### src/rtl/result_collector.sv
// Assembles the 8-word Curve448 ladder result stream into a 448-bit value and
// hands it to the host over valid/ready, zeroing any frame that saw a fault.
module result_collector #(
   parameter int unsigned WORD_W    = 56,
   parameter int unsigned NUM_WORDS = 8,
   parameter int unsigned CNT_W     = 3
) (
   input  logic                        clk,
   input  logic                        reset,
   input  logic                        in_valid,
   input  logic [WORD_W-1:0]           in_data,
   input  logic                        in_error,
   output logic                        out_valid,
   input  logic                        out_ready,
   output logic [WORD_W*NUM_WORDS-1:0] out_data,
   output logic                        out_error,
   output logic                        overrun,
   output logic                        busy,
   output logic [CNT_W-1:0]            word_cnt
);

   localparam int unsigned OUT_W = WORD_W * NUM_WORDS;

   typedef enum logic [1:0] {IDLE, COLLECT, HOLD} state_t;

   state_t                              state_q, state_d;
   logic [NUM_WORDS-1:0][WORD_W-1:0]    asm_q, asm_d;
   logic [OUT_W-1:0]                    out_data_q, out_data_d;
   logic [CNT_W-1:0]                    word_cnt_q, word_cnt_d;
   logic                                err_acc_q, err_acc_d;
   logic                                out_valid_q, out_valid_d;
   logic                                out_error_q, out_error_d;
   logic                                overrun_q, overrun_d;
   logic                                busy_q, busy_d;

   // Next-state and output computation
   always_comb begin
      state_d     = state_q;
      asm_d       = asm_q;
      out_data_d  = out_data_q;
      word_cnt_d  = word_cnt_q;
      err_acc_d   = err_acc_q;
      out_valid_d = out_valid_q;
      out_error_d = out_error_q;
      overrun_d   = overrun_q;

      case (state_q)
         IDLE: begin
            if (in_valid) begin
               asm_d[0]   = in_data;
               word_cnt_d = CNT_W'(1);
               err_acc_d  = in_error;
               state_d    = COLLECT;
            end
         end
         COLLECT: begin
            // Faults count even on idle cycles between words
            err_acc_d = err_acc_q | in_error;
            if (in_valid) begin
               asm_d[word_cnt_q] = in_data;
               if (word_cnt_q == CNT_W'(NUM_WORDS - 1)) begin
                  state_d     = HOLD;
                  word_cnt_d  = '0;
                  out_valid_d = 1'b1;
                  out_error_d = err_acc_d;
                  out_data_d  = err_acc_d ? '0 : OUT_W'(asm_d);
               end else begin
                  word_cnt_d = word_cnt_q + CNT_W'(1);
               end
            end
         end
         HOLD: begin
            if (out_ready) begin
               out_valid_d = 1'b0;
               out_error_d = 1'b0;
               out_data_d  = '0;
               err_acc_d   = 1'b0;
               asm_d       = '0;
               state_d     = IDLE;
               if (in_valid) begin
                  asm_d[0]   = in_data;
                  word_cnt_d = CNT_W'(1);
                  err_acc_d  = in_error;
                  state_d    = COLLECT;
               end
            end else if (in_valid) begin
               overrun_d = 1'b1;
            end
         end
         default: state_d = IDLE;
      endcase

      busy_d = (state_d == COLLECT);
   end

   always_ff @(posedge clk or negedge reset) begin
      if (!reset) begin
         state_q     <= IDLE;
         asm_q       <= '0;
         out_data_q  <= '0;
         word_cnt_q  <= '0;
         err_acc_q   <= 1'b0;
         out_valid_q <= 1'b0;
         out_error_q <= 1'b0;
         overrun_q   <= 1'b0;
         busy_q      <= 1'b0;
      end else begin
         state_q     <= state_d;
         asm_q       <= asm_d;
         out_data_q  <= out_data_d;
         word_cnt_q  <= word_cnt_d;
         err_acc_q   <= err_acc_d;
         out_valid_q <= out_valid_d;
         out_error_q <= out_error_d;
         overrun_q   <= overrun_d;
         busy_q      <= busy_d;
      end
   end

   assign out_valid = out_valid_q;
   assign out_data  = out_data_q;
   assign out_error = out_error_q;
   assign overrun   = overrun_q;
   assign busy      = busy_q;
   assign word_cnt  = word_cnt_q;

endmodule
### config.mk
export PLATFORM = sky130hd
export DESIGN_NAME = result_collector
export DESIGN_NICKNAME = d
export VERILOG_FILES = /design/src/rtl/result_collector.sv
export SDC_FILE = /design/constraint.sdc
export NUM_CORES = 2
export LEC_CHECK = 0
export BUFFER_PORTS_ARGS = -buffer_cell sky130_fd_sc_hd__buf_2
export CAP_MARGIN = 20
export CELL_PAD_IN_SITES_DETAIL_PLACEMENT = 0
export CELL_PAD_IN_SITES_GLOBAL_PLACEMENT = 1
export CORE_MARGIN = 2
export CORE_UTILIZATION = 51
export DETAILED_ROUTE_END_ITERATION = 8
export PLACE_DENSITY_LB_ADDON = 0.25
export RECOVER_POWER = 100
export SYNTH_ARGS = -nofsm -noshare
export SYNTH_HDL_FRONTEND = slang
export SYNTH_SLANG_ARGS = --single-unit
### constraint.sdc
create_clock -name clk -period 4.3 [get_ports clk]
set_input_delay 0.645 -clock clk [delete_from_list [all_inputs] [get_ports clk]]
set_output_delay 0.645 -clock clk [all_outputs]
set_load 0.05 [all_outputs]
# Word level (Yosys, flattened, before mapping)
# Index checks and enable logic that the tools add are counted.
[word_totals]
reg_bits = 906
latchBits = 0
ram_bits = 0
rom_bits = 0
inputBits = 61
word_cells = 75
mem_count = 0
[op_classes]
addsub = 1
multipliers = 0
n_div = 0
order_cmp = 2
n_eq_ne = 8
n_shift = 0
mux = 36
bitwise = 2
reduce_logical = 10
[ops]
columns = ["cell", "n"]
rows = [
  ["$mux 448", 6],
  ["$pmux 448 s2", 1],
  ["$pmux 392 s2", 1],
  ["$bwmux 448", 1],
  ["$demux 56 s3", 1],
  ["$mux 56", 3],
  ["$pmux 56 s3", 1],
  ["$mux 3", 4],
  ["$reduce_and 3->1", 4],
  ["$mux 1", 9],
  ["$pmux 3 s3", 1],
  ["$mux 2", 4],
  ["$ne 2x2->1 const B", 4],
  ["$reduce_and 4->1", 2],
  ["$pmux 2 s3", 1],
  ["$eq 2x1->1 const B", 2],
  ["$lt 3x4->1 const B", 1],
  ["$pmux 1 s2", 2],
  ["$add 3x1->3 const B", 1],
  ["$eq 3x3->1 const B", 1],
  ["$ge 3x1->1 const B", 1],
  ["$pmux 1 s3", 1],
  ["$reduce_bool 3->1", 1],
  ["$eq 2x2->1 const B", 1],
  ["5 further kinds", 5],
]

# Logic depth before layout (Yosys ltp)
[logic_depth]
word_depth = 9
mapped_depth = 10
mapped_depth_nobuf = 5

# Least setup slack after synthesis
# No wires, ideal clock.
[synth_path]
kind = "register to register"
startpoint = "register word_cnt_q[0], in the netlist word_cnt[0]"
endpoint = "register out_data_q[48], in the netlist out_data[48]"
setup_ps = 75
arrival_ps = 2271
required_ps = 4225
setup_slack_ps = 1954
stages_incl_launch_ff = 9
n_path_buf = 3
synth_period_minus_slack_ps = 2346
path_cell_list = "dfrtp_1 > ha_1 > ha_1 > a21boi_0 > or4b_1 > buf_2 > buf_6 > buf_6 > o2bb2ai_2"
[synth_via]
elab_chain_len = 9
[synth_rtl]
columns = ["item", "line", "text"]
rows = [
  ["from (decl)", "29", "logic [CNT_W-1:0] word_cnt_q, word_cnt_d;"],
  ["from (signal assigned)", "111", "word_cnt_q <= word_cnt_d;"],
  ["$lt 3x4->1 (not written as such) / $ge 3x1->1 (equally long branches)", "60", "asm_d[word_cnt_q] = in_data;"],
  ["$logic_and 1x1->1 (not written as such)", "60", ""],
  ["$mux 56 (not written as such)", "60", ""],
  ["$demux 56 s3", "60", ""],
  ["$bwmux 448", "60", ""],
  ["$mux 448", "66", "out_data_d = err_acc_d ? '0 : OUT_W'(asm_d);"],
  ["$mux 448", "61", "if (word_cnt_q == CNT_W'(NUM_WORDS - 1)) begin"],
  ["$mux 448", "59", "if (in_valid) begin"],
  ["$pmux 448 s2", "47", "case (state_q)"],
  ["to (signal assigned)", "110", "out_data_q <= out_data_d;"],
  ["to (decl)", "28", "logic [OUT_W-1:0] out_data_q, out_data_d;"],
]
# Several ways; a longest one is shown, not always the timed one. The select of a mux whose other input is x is not followed.
# A chain may end at the register's enable or synchronous reset.

# Worst setup path after layout
[layout_path]
startpoint = "register state_q[0]"
endpoint = "register asm_q[417] in the netlist's numbering"
[layout_via]
elab_chain_len = 3
[layout_rtl]
columns = ["item", "line", "text"]
rows = [
  ["from (decl)", "26", "state_t state_q, state_d;"],
  ["from (signal assigned)", "108", "state_q <= state_d;"],
  ["$eq 2x2->1 / $eq 2x1->1 (equally long branches)", "47", ""],
  ["$ne 2x2->1 (no source line) / $reduce_bool 2->1 (equally long branches)", "-", ""],
  ["$reduce_and 3->1 (no source line)", "-", ""],
  ["to (signal assigned)", "109", "asm_q <= asm_d;"],
  ["to (decl)", "27", "logic [NUM_WORDS-1:0][WORD_W-1:0] asm_q, asm_d;"],
]
# Several ways; a longest one is shown, not always the timed one.

==> impl_metrics.json <==
{
  "critical_path_arrival_ns": 4.22,
  "synth_cell_type_count": 41,
  "grt-ovfl-total": 0,
  "timing.slew.headroom": -0.724,
  "area.growth.synth_to_final_pct": 11.7,
  "critPathMaxStageDelay_ns": 0.96,
  "fin_crit_sh": 0.851,
  "hp-class": "primary input to flip-flop",
  "clock-root-buffer": "sky130_fd_sc_hd__clkbuf_16",
  "critical_path_class": "flip-flop to flip-flop",
  "most-common-layout-cells": "sky130_fd_sc_hd__dfrtp_1, sky130_fd_sc_hd__clkbuf_1, sky130_fd_sc_hd__mux2i_1",
  "avgViaCountPerCell": 6.40,
  "ys_dominant_reg_cell": "sky130_fd_sc_hd__dfrtp_1",
  "sequentialPowerShare": 0.328,
  "power.leakage_nw": 22.5,
  "io-pin-count": 516,
  "largest_net_degree_at_the_start_of_global_routing": 203,
  "clk-insertion-delay-late_ns": 0.66,
  "htree_num_levels": 3,
  "initial_core_utilization": 0.515,
  "cts_hold_bufs": 0,
  "critical-path-slowest-cell": "sky130_fd_sc_hd__clkbuf_2",
  "first_iter_violations": 3321,
  "final_max_slew_viol_count": 95,
  "drive_gt1_frac": 0.0878,
  "clk_pwr_share": 0.209,
  "cts.clk_slew.worst_paths_ns": 0.06,
  "crit_path_cell_trace": "inv_1, ha_4, clkbuf_2, mux2i_4, buf_12, or4b_2, o211ai_1",
  "ir_worst_vdd_mv": 0.617,
  "power_frac_comb": 0.464,
  "die_area_sq_um": 90000,
  "vias_in_the_first_global_route": 33341,
  "multi_input_area_sq_um": 19400,
  "internal_power_mw": 22.2,
  "synthesis.nets": 4119,
  "regArea_sq_um": 22700,
  "switching_share": 0.472,
  "critical_path.reg2reg.endpoint": "asm_q[417]",
  "path_max_fanout": 91,
  "min_period_ns": 3.66,
  "post_cts.resized_instances": 0,
  "synthesis.area_sq_um": 44700,
  "initial_antenna_violation_count": 1,
  "placeableCoreArea_sq_um": 86800,
  "cellPowerDensity_nw_per_um2": 843,
  "setup.worst_path.start_class": "flip-flop",
  "ff2ff_path_depth": 7,
  "critical_path.reg2reg.startpoint": "state_q[0]",
  "drt_drc_violations_left": 0,
  "net_count_reported_at_finish": 4297,
  "cts_tree": "yes",
  "fillerInstances": 7561,
  "fmaxAchievable_mhz": 273,
  "worst_r2r_setup_slack_ns": 0.64,
  "postCtsSetupRepairBufs": 0,
  "slew_worst_pin_ns": 2.59,
  "post_synthesis_area_per_instance_sq_um": 11.0,
  "asyncSetResetFlopFracSynth": 1.00,
  "synth-seq-area-share": 0.507,
  "groute.usage.overall": 0.285,
  "clock_sink_count": 906,
  "gp_congestion": 0.814,
  "grt_setup_unrepaired": "no",
  "drt-pass1-iter-count": 7,
  "whs_ns": 0.277,
  "synthesis.yosys.warnings": 0,
  "vias": 34985,
  "place.port_buffers": 515,
  "fin_skew_ns": 0.0196,
  "synth_edf_count": 0,
  "setup.worst_path.end_class": "flip-flop",
  "power_switching_mw": 19.8,
  "min_delay_path_depth": 2,
  "placementRows": 108,
  "syn_inst": 4052,
  "beginning_of_the_worst_hold_path": "out_ready",
  "run_status": "complete, but fails checks",
  "cp.required_ns": 4.86,
  "final-setup-viol-count": 0,
  "most_frequent_standard_cell_in_the_layout_excluding_fill_and_tap_cells": "sky130_fd_sc_hd__dfrtp_1",
  "worstHoldEndpoint": "overrun",
  "max_cap_violations": 2,
  "fin_setup_tns_ns": 0,
  "detailed_place_hpwl_mm": 78.6,
  "failed_checks": "capacitance limit, slew limit",
  "y_dimension_of_the_die_um": 300,
  "die_x_extent_um": 300,
  "ys_seq_elements": 906,
  "detailed_route_wire_length_per_cell_um": 23.9,
  "final_routed_wirelength_mm": 130,
  "hold_violations": 0,
  "drt.antenna.violating_nets": 0,
  "clockBufferDepth": 3,
  "grt_first_pass_wirelength_mm": 205,
  "cts-buffers-inserted": 96
}
-- state kept, by name, summed over array words and instances, names as in the netlist --
name and flops:
asm_q 448, busy 1, err_acc_q 1, out_data 448, out_error 1, out_valid 1, overrun 1, state_q 2
word_cnt 3
-- worst max-delay path: cells and delay by family (launching register included) --
family	cells	cell delay, ns
adders and majority gates	1	0.62
DFF	1	0.45
muxes	1	0.19
AOI/OAI and AO/OA	1	0.13
buffers and inverters	3	1.37
and+or+nand+nor	1	0.70
-- layout make-up --
class / instances / share of cell area
repair buffers: 610 / 0.0614
inverters: 8 / 0.000602
clock buffers: 127 / 0.0541
multi-input cells: 2608 / 0.389
clock inverters: 48 / 0.0120
flip-flops and latches: 906 / 0.454
well taps: 1155 / 0.0290
diodes: 1 / 0.0000501
-- logic make-up (layout without fill, tap and decap cells) --
logic type,Yosys count,after routing,synth area share
AOI/OAI and AO/OA,1290,1290,0.212
adders and majority gates,6,6,0.00168
buffers and inverters,538,793,0.0584
DFF,906,906,0.507
muxes,453,453,0.102
other,0,1,0
and+or+nand+nor,859,859,0.119
-- power by group through the flow --
stage / Sequential (mW) / Combinational [mW] / Clock (mW)
floorplan: 18.5 / 9.94 / 0
detailed placement: 13.8 / 20.1 / 0
global placement: 13.8 / 19.7 / 0
global route: 14.1 / 21.0 / 9.29
finish: 13.8 / 19.5 / 8.79
CTS: 13.7 / 20.1 / 8.93
-- synth_stat cells, types with 16 or more instances --
library cell	number	share of area
sky130_fd_sc_hd__a22o_1	56	0.011
sky130_fd_sc_hd__buf_1	60	0.0050
sky130_fd_sc_hd__buf_2	106	0.012
sky130_fd_sc_hd__buf_4	16	0.0027
sky130_fd_sc_hd__buf_6	53	0.013
sky130_fd_sc_hd__clkbuf_1	295	0.025
sky130_fd_sc_hd__dfrtp_1	906	0.51
sky130_fd_sc_hd__mux2i_1	451	0.10
sky130_fd_sc_hd__nand2_1	377	0.032
sky130_fd_sc_hd__nand2b_1	32	0.0045
sky130_fd_sc_hd__nand3_1	19	0.0021
sky130_fd_sc_hd__nand3b_1	23	0.0039
sky130_fd_sc_hd__o211ai_1	372	0.063
sky130_fd_sc_hd__o21ai_0	398	0.045
sky130_fd_sc_hd__o2bb2ai_1	428	0.084
sky130_fd_sc_hd__o2bb2ai_2	20	0.0067
sky130_fd_sc_hd__or4_1	236	0.040
sky130_fd_sc_hd__or4b_1	101	0.023
sky130_fd_sc_hd__or4b_2	55	0.012
-- metal layers --
metal,wire [um],up-vias,global-route usage
li1,-,15803,-
met1,59800,17879,0.434
met2,58700,1095,0.414
met3,7900,208,0.0478
met4,3870,0,0.0906
met5,0,-,0
-- stage by stage --
stage / util / instance area, sq um / cells / setup slack [ns] / power (mW)
6_report: 0.575 / 49900 / 5463 / 0.641 / 42.1
5_1_grt: 0.575 / 49900 / 5462 / 0.444 / 44.4
4_1_cts: 0.585 / 50800 / 5462 / 1.06 / 42.8
3_5_place_dp: 0.547 / 47500 / 5287 / 1.06 / 33.8
3_3_place_gp: 0.547 / 47500 / 5286 / 1.11 / 33.5
2_1_floorplan: - / 44700 / 4052 / 1.95 / 28.5
-- worst max path at each step --
stage | endpoint | slack, ns | cells past startpoint | startpoint
CTS | asm_q[429] | 1.06 | 7 | state_q[0]
global placement | asm_q[157] | 1.11 | 7 | state_q[0]
global route | asm_q[75] | 0.44 | 7 | state_q[0]
floorplan | out_data[48] | 1.95 | 8 | word_cnt[0]
finish | asm_q[417] | 0.64 | 7 | state_q[0]
detailed placement | asm_q[385] | 1.06 | 7 | state_q[0]
(Power assumes the default switching activity.)
